--- config.mk ---
export PLATFORM = sky130hd
export DESIGN_NAME = mem_port_arbiter
export DESIGN_NICKNAME = d
export VERILOG_FILES = /design/src/rtl/mem_port_arbiter_pkg.sv /design/src/rtl/mem_port_arbiter_starve_counter.sv /design/src/rtl/mem_port_arbiter.sv
export SDC_FILE = /design/constraint.sdc
export NUM_CORES = 1
export LEC_CHECK = 0
export CAP_MARGIN = 0
export CORE_ASPECT_RATIO = 2
export CORE_MARGIN = 5
export CORE_UTILIZATION = 30
export CTS_BUF_LIST = sky130_fd_sc_hd__clkbuf_16
export DETAILED_ROUTE_END_ITERATION = 8
export PLACE_DENSITY = 0.65
export SLEW_MARGIN = 20
export SYNTH_ARGS = -nofsm -noshare
export SYNTH_HDL_FRONTEND = slang
export SYNTH_SLANG_ARGS = --single-unit
--- constraint.sdc ---
create_clock -name clk -period 5.8 [get_ports clk]
set_input_delay 0.87 -clock clk [delete_from_list [all_inputs] [get_ports clk]]
set_output_delay 0.87 -clock clk [all_outputs]
set_load 0.01 [all_outputs]
--- src/rtl/mem_port_arbiter_pkg.sv ---
// mem_port_arbiter_pkg: shared owner encoding and default constants for the memory port arbiter
package mem_port_arbiter_pkg;
   localparam int DATA_WIDTH_DEF = 16;
   localparam logic [15:0] LED_ADDR_DEF = 16'h3FFF;
   typedef enum logic [1:0] {OWN_NONE, OWN_VID, OWN_CPU_RD, OWN_CPU_LED} owner_e;
endpackage

--- src/rtl/mem_port_arbiter_starve_counter.sv ---
// starve_counter: saturating 4-bit count of consecutive CPU denials with limit compare
module starve_counter #(
   parameter int LIMIT = 4
) (
   input  logic clk,
   input  logic reset,
   input  logic inc,
   input  logic clr,
   output logic at_limit
);
   logic [3:0] cnt_q, cnt_d;
   // clear wins over increment; increment saturates at 15
   always_comb begin
      cnt_d = clr ? 4'd0 : inc ? ((cnt_q == 4'hF) ? cnt_q : cnt_q + 4'd1) : cnt_q;
      at_limit = cnt_q >= 4'(LIMIT);
   end
   // counter register
   always_ff @(posedge clk or posedge reset)
      if (reset) cnt_q <= '0;
      else cnt_q <= cnt_d;
endmodule

--- src/rtl/mem_port_arbiter.sv ---
// mem_port_arbiter: shares the RAM port between CPU and scanner, decodes the LED register
module mem_port_arbiter
   import mem_port_arbiter_pkg::*;
#(
   parameter int DATA_WIDTH = DATA_WIDTH_DEF,
   parameter logic [15:0] LED_ADDR = LED_ADDR_DEF,
   parameter int STARVE_LIMIT = 4
) (
   input  logic                  clk,
   input  logic                  reset,
   input  logic                  cpu_req,
   input  logic                  cpu_we,
   input  logic [15:0]           cpu_addr,
   input  logic [DATA_WIDTH-1:0] cpu_wdata,
   output logic                  cpu_gnt,
   output logic                  cpu_rvalid,
   output logic [DATA_WIDTH-1:0] cpu_rdata,
   input  logic                  vid_req,
   input  logic [15:0]           vid_addr,
   output logic                  vid_gnt,
   output logic                  vid_rvalid,
   output logic [DATA_WIDTH-1:0] vid_rdata,
   output logic [15:0]           mem_addr,
   output logic                  mem_we,
   output logic [DATA_WIDTH-1:0] mem_din,
   input  logic [DATA_WIDTH-1:0] mem_dout,
   output logic [7:0]            led
);
   owner_e owner_q, owner_d;
   logic [7:0] led_q, led_d, led_cap_q, led_cap_d;
   logic [DATA_WIDTH-1:0] cpu_hold_q, vid_hold_q;
   logic at_limit, is_led;

   starve_counter #(.LIMIT(STARVE_LIMIT)) u_sc (
      .clk      (clk),
      .reset    (reset),
      .inc      (cpu_req & ~cpu_gnt),
      .clr      (~cpu_req | cpu_gnt),
      .at_limit (at_limit)
   );

   // scanner has priority unless the CPU has been starved; the port follows the grant
   always_comb begin
      is_led = cpu_addr == LED_ADDR;
      vid_gnt = ~reset & vid_req & ~(cpu_req & at_limit);
      cpu_gnt = ~reset & cpu_req & (at_limit | ~vid_req);
      mem_addr = cpu_gnt ? cpu_addr : vid_addr;
      mem_we = cpu_gnt & cpu_we & ~is_led;
      mem_din = cpu_wdata;
   end

   // next owner from this cycle's grant; the LED value is captured at a LED load grant
   always_comb begin
      owner_d = vid_gnt ? OWN_VID : (cpu_gnt & ~cpu_we) ? (is_led ? OWN_CPU_LED : OWN_CPU_RD) : OWN_NONE;
      led_d = (cpu_gnt & cpu_we & is_led) ? cpu_wdata[7:0] : led_q;
      led_cap_d = (cpu_gnt & ~cpu_we & is_led) ? led_q : led_cap_q;
   end

   // owner state, LED register and read-data hold registers
   always_ff @(posedge clk or posedge reset)
      if (reset) begin
         owner_q <= OWN_NONE;
         led_q <= '0;
         led_cap_q <= '0;
         cpu_hold_q <= '0;
         vid_hold_q <= '0;
      end else begin
         owner_q <= owner_d;
         led_q <= led_d;
         led_cap_q <= led_cap_d;
         cpu_hold_q <= cpu_rdata;
         vid_hold_q <= vid_rdata;
      end

   // responses are steered by the registered owner; rdata holds when nothing returns
   always_comb begin
      cpu_rvalid = (owner_q == OWN_CPU_RD) | (owner_q == OWN_CPU_LED);
      vid_rvalid = owner_q == OWN_VID;
      cpu_rdata = (owner_q == OWN_CPU_RD) ? mem_dout : (owner_q == OWN_CPU_LED) ? DATA_WIDTH'(led_cap_q) : cpu_hold_q;
      vid_rdata = vid_rvalid ? mem_dout : vid_hold_q;
      led = led_q;
   end
endmodule

Word-level counts from Yosys, hierarchy flattened
Index checks and enable logic that the tools add are counted.
{"block": "word_totals", "ff_bits": 54, "latchBits": 0, "ram_bits": 0, "rom_bits": 0, "in_bits": 69, "wordCells": 47, "n_memories": 0}
{"block": "classes", "addsub": 1, "multipliers": 0, "n_div": 0, "order_cmp": 1, "eq_ne": 6, "shift": 0, "mux": 10, "n_bitwise": 21, "reduce_logical": 2}
{"cell": "$mux W16", "count": 4}
{"cell": "$eq A16 B14 Y1 const B", "count": 1}
{"cell": "$mux W4", "count": 3}
{"cell": "$and A1 B1 Y1", "count": 11}
{"cell": "$not A1 Y1", "count": 7}
{"cell": "$add A4 B1 Y4 const B", "count": 1}
{"cell": "$eq A2 B2 Y1 const B", "count": 2}
{"cell": "$eq A4 B4 Y1 const B", "count": 1}
{"cell": "$ge A4 B3 Y1 const B", "count": 1}
{"cell": "$mux W2", "count": 2}
{"cell": "$or A1 B1 Y1", "count": 3}
{"cell": "$eq A2 B1 Y1 const B", "count": 1}
{"cell": "$ne A2 B1 Y1 const B", "count": 1}
{"cell": "$reduce_and A2 Y1", "count": 1}
{"cell": "$reduce_bool A2 Y1", "count": 1}
{"cell": "$mux W1", "count": 1}

Logic depth before layout (Yosys ltp)
{"block": "logic_depth", "depth_word": 7, "ltp_mapped": 5, "mapped_depth_nobuf": 4}

Hierarchy
From an unflattened synthesis, not the netlist that was laid out.
{"block": "unflattened", "cells_unflattened": 250, "area_unflattened_um2": 2596.2}
{"mod": "mem_port_arbiter", "n_inst": 1, "cells_each": 228, "area_per_inst_um2": 2357.3, "seq_area_each_um2": 1251.2}
{"mod": "starve_counter", "n_inst": 1, "cells_each": 22, "area_per_inst_um2": 239.0, "seq_area_each_um2": 100.1}

Least setup slack after synthesis
No wires, ideal clock.
{"block": "synth_timing", "path_kind": "input port to output port", "from": "in reset", "to": "out mem_addr[10]", "t_arrival_ps": 3145, "required_time_ps": 4930, "setup_slack_ps": 1785, "path_stages": 4, "path_buffers": 1, "path_cell_list": "inv_1 o311a_1 buf_2 mux2_2"}
{"block": "synth_via", "elab_chain_len": 4}
{"item": "start: declaration", "line_no": "mem_port_arbiter.sv:10", "rtl": "input logic reset,"}
{"item": "$not A1 Y1", "line_no": "mem_port_arbiter.sv:46", "rtl": "cpu_gnt = ~reset & cpu_req & (at_limit | ~vid_req);"}
{"item": "$and A1 B1 Y1 (2 in series)", "line_no": "mem_port_arbiter.sv:46"}
{"item": "net cpu_gnt", "line_no": "mem_port_arbiter.sv:15", "rtl": "output logic cpu_gnt,"}
{"item": "$mux W16", "line_no": "mem_port_arbiter.sv:47", "rtl": "mem_addr = cpu_gnt ? cpu_addr : vid_addr;"}
{"item": "end: declaration", "line_no": "mem_port_arbiter.sv:23", "rtl": "output logic [15:0] mem_addr,"}
The timed path passes the listed nets, and every way through them passes these cells.

Worst setup path after layout
{"block": "layout_timing", "from": "in cpu_req", "to": "out mem_addr[10]"}
{"block": "layout_via", "elab_chain_len": 3}
{"item": "start: declaration", "line_no": "mem_port_arbiter.sv:11", "rtl": "input logic cpu_req,"}
{"item": "$and A1 B1 Y1 (2 in series)", "line_no": "mem_port_arbiter.sv:46"}
{"item": "$mux W16", "line_no": "mem_port_arbiter.sv:47"}
Every way passes these cells.

==> impl_results.md <==
* LEAKAGE at roughly 1.7 nW
* Drt total wl at roughly 7.2 mm
* Crit path max fanout at 22
* Die Ht at ~140 um
* Synthesis-to-finish area growth at 54.52%
* Final setup viols at 0
* H-tree depth at 2
* I/O Buffers at ~130
* Vias in the first global route at between 2,000 and 2,500
* GRT Total Usage at 0.1411
* Dpl cells at a little over 400
* Final min period at between 4 and 5 ns
* Routed len/inst at between 15 and 20 um
* Post-synthesis sequential area ratio at 0.5253
* VDD IR-drop max at 0.1346 mV
* Warnings from Yosys at 0
* Via count at about 2,000
* Share of cells above drive strength 1 at 0.1963
* Setup repair bufs after CTS at 0
* Post-synthesis instance area at roughly 2600 um2
* Final hold vios at 0
* CP Capture Type: output pin
* Initial DRC Count at 19
* Maxcap violations at 0
* Global-route wire length before repair at 11.26 mm
* Ratio of final minimum period to clock period at 0.7012
* Skew final at between 0.006 and 0.007 ns
* R2R Setup Slk at 3.62 ns
* Crit path DAT at around 3.2 ns
* Worst EP required at around 5 ns
* Antenna-violating nets left at 0
* Num ports at 146
* Vias/cell at around 4.7
* Status: complete, no violations
* Final setup TNS at 0 ns
* Power Density at around 260 nW/um2
* Post-synthesis cell type count at 28
* Grt ovf at 0
* Post-CTS Hold Fix Bufs at 0
* Initial core utilization at 0.3081
* Delay-heaviest family, CP: buffers and inverters
* Clk Latency, worst-skew pair at 0.29 ns
* Ys flop type: dfrtp_1
* Core area at around 8400 um2
* Worst min-delay path class: register to register
* CP cell instances: clkdlybuf4s50_1, o311a_1, mux2_2, clkdlybuf4s50_1
* Rows at 47
* Dpl hpwl at about 5.7 mm
* Clock transition at path regs at roughly 0.070 ns
* Die area at 10,640 um2
* Peak Freq at 245.9 MHz
* Post-synth EDFFs at 0
* Clock sink total at 54
* CTS tree: done
* CP most frequent cell: clkdlybuf4s50_1
* CTS root buf: clkbuf_16
* Worst setup SP type: input pin
* Syn Nets at around 280
* Worst path max stage delay at approximately 0.86 ns
* Kind of critical path: input pin to output pin
* GP Congestion at about 0.75
* Residual DRC at 0
* Worst relative slew slack at 0.3299
* Asr flop ratio synth at 1.000
* Max Slew Vio Count at 0
* Die Width at ~75 um
* Slowest stage cell, crit path: o311a_1
* Antenna Cells at 0
* Cts bufs inserted at 5
* Worst slew pin tran at between 1 and 1.5 ns
* Clock tree buffer depth at 2
* Largest net degree at the start of global routing at 56
* Finished Layout Cells at approximately 420
* Initial antenna violation count at 0
* Initial DRT Pass Iterations at 4
* Resized cells post-CTS at 0
* RSZ-0062 raised after global routing: false
* Register bit count reported by yosys at 54
* Avg Cell Area, Syn at ~12 um2
* Post-Synthesis Cells at 209
* Nets at approximately 400
* WP buf/inv at 2
logic make-up after synthesis:
| family | after synthesis | synth area share |
|---|---|---|
| AO/OA/AOI/OAI | 19 | 0.03940 |
| XOR/XNOR | 1 | 0.003405 |
| adder cells (fa/ha/maj) | 1 | 0.004863 |
| buffers and inverters | 36 | 0.07928 |
| flip-flops | 54 | 0.5253 |
| multiplexers | 57 | 0.2451 |
| AND/OR/NAND/NOR | 41 | 0.1026 |
cells in the final DEF (no fill, tap or decap):
master	Yosys	layout
nor3_1	2	2
ha_1	1	1
nor2b_2	0	1
nand3b_4	1	1
nand2b_4	1	1
mux2i_1	9	9
clkdlybuf4s50_1	0	129
nor2_1	13	13
nand2_1	10	10
o311a_1	1	1
nor2b_1	3	2
dfrtp_1	54	54
nor4_4	1	1
or2b_1	1	1
mux2_2	48	48
o21ai_0	9	9
inv_2	0	1
xnor2_1	1	1
clkinvlp_4	0	1
nand3_1	2	2
clkbuf_16	0	5
and3_1	1	1
a21oi_1	8	8
nand4b_1	1	1
nand4b_4	1	1
nand4_1	2	2
buf_4	17	1
nand3_4	1	1
nor3b_1	1	1
inv_6	0	1
inv_1	10	10
a31oi_1	1	1
flip-flops by register name, indices dropped and copies added (netlist names):
register,cells
u_sc.cnt_q,4
led,8
owner_q,2
cpu_hold_q,16
vid_hold_q,16
led_cap_q,8
cells in the mapped netlist, types with 2 or more instances:
cell type / n / area (um2)
nor2_1: 13 / 48.80
nor2b_1: 3 / 18.77
dfrtp_1: 54 / 1351
mux2i_1: 9 / 90.09
inv_1: 10 / 37.54
clkbuf_1: 5 / 18.77
buf_4: 17 / 127.6
mux2_2: 48 / 540.5
o21ai_0: 9 / 45.04
nand4_1: 2 / 12.51
a21oi_1: 8 / 40.04
buf_2: 4 / 20.02
nand3_1: 2 / 10.01
nor3_1: 2 / 10.01
nand2_1: 10 / 37.54
layout make-up:
cell class | instances | area, um2
clock buffers | 5 | 125.1
clock inverters | 3 | 20.02
fillers | 773 | 4375
inverters | 10 | 37.54
multi-input cells | 119 | 1020
flip-flops and latches | 54 | 1351
well taps | 98 | 122.6
repair buffers | 130 | 1299
routing by layer:
layer,routed length (um),vias to the layer above,global-route usage
met4,146,0,0.04793
met2,3893,100,0.2581
li1,-,921,-
met1,2360,938,0.1354
met3,774,9,0.05845
met5,0,-,0
stage by stage:
step                utilization  cell area, um2  power, mW  setup slack (ns)  hold WS [ns]
floorplan                     -            2572     0.5655             1.785        0.4791
global placement         0.4586            3830     0.7352             1.787        0.4799
detailed placement       0.4586            3830     0.7406             1.747        0.4834
CTS                      0.4760            3975      1.044             1.728        0.5005
global route             0.4760            3975      1.080             1.621        0.5101
finish                   0.4760            3975      1.027             1.733        0.4964
worst paths after layout:
| kind | endpoint | startpoint | depth (start not counted) |
|---|---|---|---|
| setup / recovery | mem_addr[10] | cpu_req | 4 |
| hold / removal | vid_hold_q[15]$_DFF_PP0_ | vid_hold_q[15]$_DFF_PP0_ | 1 |
| setup reg to reg | vid_hold_q[1]$_DFF_PP0_ | owner_q[1]$_DFF_PP0_ | 2 |
| hold reg to reg | vid_hold_q[15]$_DFF_PP0_ | vid_hold_q[15]$_DFF_PP0_ | 1 |
| max in group asynchronous | cpu_hold_q[8]$_DFF_PP0_ | reset | 3 |
| min in group asynchronous | u_sc.cnt_q[1]$_DFFE_PP0P_ | reset | 3 |
where the power goes:
group	internal (mW)	switching, mW	total [mW]	leakage [nW]
combinational	0.172	0.116	0.288	0.968
clock	0.160	0.139	0.300	0.0716
sequential	0.422	0.0162	0.439	0.679
total	0.755	0.272	1.03	1.72
Note: power is estimated with default switching activity, not from simulation.
==> edit 1 (same flow settings) <==
Encoding of `owner_e`: now one-hot (4 bits for 4 values).
--- a/src/rtl/mem_port_arbiter_pkg.sv
+++ b/src/rtl/mem_port_arbiter_pkg.sv
@@ -2,6 +2,6 @@
 package mem_port_arbiter_pkg;
    localparam int DATA_WIDTH_DEF = 16;
    localparam logic [15:0] LED_ADDR_DEF = 16'h3FFF;
-   typedef enum logic [1:0] {OWN_NONE, OWN_VID, OWN_CPU_RD, OWN_CPU_LED} owner_e;
+   typedef enum logic [3:0] {OWN_NONE = 4'b0001, OWN_VID = 4'b0010, OWN_CPU_RD = 4'b0100, OWN_CPU_LED = 4'b1000} owner_e;
 endpackage
 
Formal check against the unedited RTL: same outputs for any inputs over 10 cycles, from zero or initial values and one cycle with reset high; not proved beyond that.
==> edit 1 against the original RTL <==
Setup slack improved by 90 ps. Global-route usage decreased by 1.5 points. Clock power increased by 12%. Final area increased by 3.1%. Power increased by 12%. Sequential share of layout area increased by 0.22 points. Routed wire length decreased by 3.4%. Sequential cell count increased by 2. Combinational power increased by 18%. Sequential power increased by 7.3%. Hold slack improved by 2.0 ps. Synthesized area increased by 1.8%. Highest routed layer unchanged.
==> edit 1: results (changes against the original RTL) <==
| Metric | Value |
|---|---|
| Outcome | complete, no violations |
| Placed insts | 407 (-0.97%) |
| Worst Path Arrival | 3110 ps (-90 ps) |
| Max FO, Critical Path | 23 (+4.5%) |
| Comb pwr share | 0.297 (+0.016) |
| Seq cells post-synth | 56 (+3.7%) |
| Net Count, Synth | 266 (-4.7%) |
| Post-DP Area | 3930 µm² (+2.6%) |
| Fin nets | 384 (-1.5%) |
| Non-filler cells, final | 415 (-0.95%) |
| Met2 Routed Length | 3910 µm (+0.41%) |
| Pin count of the biggest net entering global routing | 58 (+3.6%) |
| Clk. pwr | 337 µW (+12%) |
| Worst setup path class | in -> out |
| Psw | 284 µW (+4.6%) |
| Leakage | 1.73 nW (+0.70%) |
| Combinational power | 340 µW (+18%) |
| Complex-gate fraction of the synthesized area | 0.0521 (+0.0127) |
| Final Wtd Congestion | 0.710 (-5.7%) |
| CTS H-Tree Depth | 2 (unchanged) |
| Slowest Stage Delay on Critical Path | 840 ps (-20 ps) |
| Fillers | 796 (+3.0%) |
| First-pass GRT wire length | 11,000 µm (-2.5%) |
| Met1 Track Usage GR | 0.128 (-0.00752) |
| Met3 routed WL | 545 µm (-30%) |
| GR Util met2 | 0.236 (-0.0226) |
| ANT cells | 0 (unchanged) |
| Post-synthesis adder-cell area fraction | 0.00478 (-0.0000837) |
| YS warnings | 0 (unchanged) |
| Vias in the first global route | 2,180 (-3.1%) |
| Placed wire-length estimate | 5530 µm (-2.3%) |
| Via/cell ratio | 4.76 (+1.4%) |
| Avg Cell Area, Syn | 13.4 µm² (+8.5%) |
| Grt met3 use | 0.0336 (-0.0249) |
| Regs by FF count | cpu_hold_q x16, vid_hold_q x16 |
| Highest metal used | met4 |
| M1 WL | 2270 µm (-3.8%) |
| Synth Area in XOR/XNOR | 0.00335 (-0.0000586) |
| Synth cell types | 31 (+11%) |
| Register area share after synthesis | 0.536 (+0.0106) |
| Antenna violations before repair | 0 (unchanged) |
| Maxcap violations | 0 (unchanged) |
| Dominant cells by area after synthesis | dfrtp_1 53%, mux2_2 20%, buf_4 4.6%, mux2i_1 3.4%, a22o_1 2.7% |
| Multiplexer area fraction after synthesis | 0.242 (-0.00278) |
| Synth top cells by count | 55 x dfrtp_1, 47 x mux2_2, 16 x buf_4 |
| Slew HR | 0.332 (+0.00234) |
| Clock skew | 9.50 ps (+2.90 ps) |
| Postcts setup bufs | 0 (unchanged) |
| Min-Delay Startpoint | vid_hold_q[2] |
| Reg-to-Reg Start | u_sc.cnt_q[2] |
| Dpl ws | 1790 ps (+40.0 ps) |
| Initial DRC count | 24 (+5) |
| Total track usage | 0.126 (-0.0149) |
| Worst VDD drop | 155 µV (+15%) |
| Routed WL | 6930 µm (-3.4%) |
| Share of post-route cells with drive strength above 1 | 0.216 (+0.0196) |
-- edit 1: cell types whose count changed after synthesis, moves of 3 or more --
cell,unedited run,this run
a21oi_1,8,1
a22o_1,0,8
clkbuf_1,5,2
inv_1,10,5
nor2_1,13,6
nor2b_1,3,0
-- edit 1: path summary, 6_finish.rpt --
path | endpoint | slack (ps) | cells after the start
max in group asynchronous | led[3] | 4230 | 3
setup / recovery | mem_addr[9] | 1820 | 4
hold reg to reg | vid_hold_q[2] | 500 | 1
hold / removal | vid_hold_q[2] | 500 | 1
setup reg to reg | led_cap_q[7] | 3710 | 3
min in group asynchronous | cpu_hold_q[8] | 1110 | 3
-- edit 1: final cells by class --
type / count / area, µm² / share of cell area
clock buffer: 5 / 125 / 0.0305
clock inverter: 3 / 42.5 / 0.0104
inverter: 5 / 18.8 / 0.00458
multi-input combinational: 113 / 1060 / 0.259
sequential: 56 / 1400 / 0.342
tap: 100 / 125 / 0.0305
timing repair buffer: 133 / 1320 / 0.322
==> edit 2 (same settings) <==
Made on the original files. Change the package constant `DATA_WIDTH_DEF` from 16 to 32.
--- a/src/rtl/mem_port_arbiter_pkg.sv
+++ b/src/rtl/mem_port_arbiter_pkg.sv
@@ -1,6 +1,6 @@
 // mem_port_arbiter_pkg: shared owner encoding and default constants for the memory port arbiter
 package mem_port_arbiter_pkg;
-   localparam int DATA_WIDTH_DEF = 16;
+   localparam int DATA_WIDTH_DEF = 32;
    localparam logic [15:0] LED_ADDR_DEF = 16'h3FFF;
    typedef enum logic [1:0] {OWN_NONE, OWN_VID, OWN_CPU_RD, OWN_CPU_LED} owner_e;
 endpackage
Interface: changed (5 resized); port bits go from 146 to 226. The function was not compared with the original's and may differ.
==> edit 2 against the original RTL <==
Final area up 50%. Largest power group unchanged. Hold slack gained 0.77 ps. Setup slack improved by 62 ps. First-iteration DRC count rose to 2.8 times the old value. Synthesized area is 53% higher. Routed wire length rose by 54%. Sequential cell count grew 32. Maximum frequency grew 1.6%. Via count is 52% higher. Global-route usage about the same. Power up 77%. Sequential share of layout area rose by 2.2 points.
==> edit 2: results (changes against the original RTL) <==
| Metric | Value |
|---|---|
| P_int | 1.35 mW (+79%) |
| Vias in the first global route | 3,469 (+54%) |
| Fin nets | 574 (+47%) |
| Comb pwr share | 0.271 (-0.010) |
| FF-to-FF End | cpu_hold_q[27] |
| Placed wire-length estimate | 8650 µm (+53%) |
| Min cycle time layout | 4000 ps (-62.1 ps) |
| Worst VDD drop | 287 µV (+110%) |
| Dominant cells by area after synthesis | dfrtp_1 55%, mux2_2 18%, buf_4 6.1%, o21ai_0 3.2%, inv_1 2.6% |
| Share of post-route cells with drive strength above 1 | 0.187 (-0.00968) |
| R2R setup slack | 3730 ps (+110 ps) |
| Initial DRC count | 53 (+34) |
| Outcome | complete, no violations |
| Skew-Pair Late Insertion Delay | 330 ps (+40 ps) |
| CTS Buf Count | 9 (+4) |
| Clock Power Share | 0.333 (+0.041) |
| Post-synth top area share | 0.546 (+0.0209) |
| First-pass GRT wire length | 17,300 µm (+54%) |
| Total track usage | 0.141 (about the same) |
| Register area share after synthesis | 0.546 (+0.0209) |
| Worst Path Arrival | 3130 ps (-70 ps) |
| R2R depth | 4 (+2) |
| Dpl ws | 1760 ps (+11.7 ps) |
| CTS H-Tree Depth | 3 (+1) |
| Synth cell types | 30 (+7.1%) |
| Final Wtd Congestion | 0.729 (-3.1%) |
| Worst-Margin Slew | 1010 ps (+8.58 ps) |
## edit 2: worst max-delay path by stage
stage                     slack [ps]           end
after floorplan                 1060  mem_addr[10]
after global placement          1840  mem_addr[10]
after detailed placement        1760  mem_addr[15]
after CTS                       1770  mem_addr[11]
after global routing            1680  mem_addr[11]
final                           1800  mem_addr[11]
## edit 2: logic make-up after synthesis
logic type	share of synthesized area
xor+xnor	0.00222
compound gates	0.0483
mux	0.206
fa+ha+maj	0.00318
flops	0.546
simple gates	0.0908
buf+inv	0.104
## edit 2: routing by layer
| layer | wire length (µm) | up-vias | GRT usage |
|---|---|---|---|
| met2 | 6250 | 149 | 0.277 |
| met5 | 0 | - | 0 |
| met1 | 3450 | 1437 | 0.124 |
| li1 | - | 1362 | - |
| met4 | 553 | 0 | 0.0798 |
| met3 | 820 | 46 | 0.0414 |
## edit 2: area by class of cell
class	count	area, µm²	area share
flip-flops and latches	86	2150	0.362
repair buffers	181	1800	0.303
multi-input cells	167	1380	0.233
clock buffers	9	225	0.0379
well taps	152	190	0.0320
inverters	27	103	0.0173
clock inverters	7	88.8	0.0149
## edit 2: worst reg2reg max path, delay by kind of cell, from the launching register on
kind,cells,cell delay (ps)
AOI/OAI and AO/OA,1,140
buffers and inverters,1,390
and+or+nand+nor,2,840
DFF,1,590
## edit 2: metrics by stage
stage	area (µm²)	power, mW	std cells	hold WS (ps)
6_report	5940	1.81	629	497
5_1_grt	5940	1.91	629	509
4_1_cts	5940	1.85	629	498
3_5_place_dp	5630	1.23	613	485
3_3_place_gp	5630	1.22	613	478
2_1_floorplan	3940	0.937	328	479
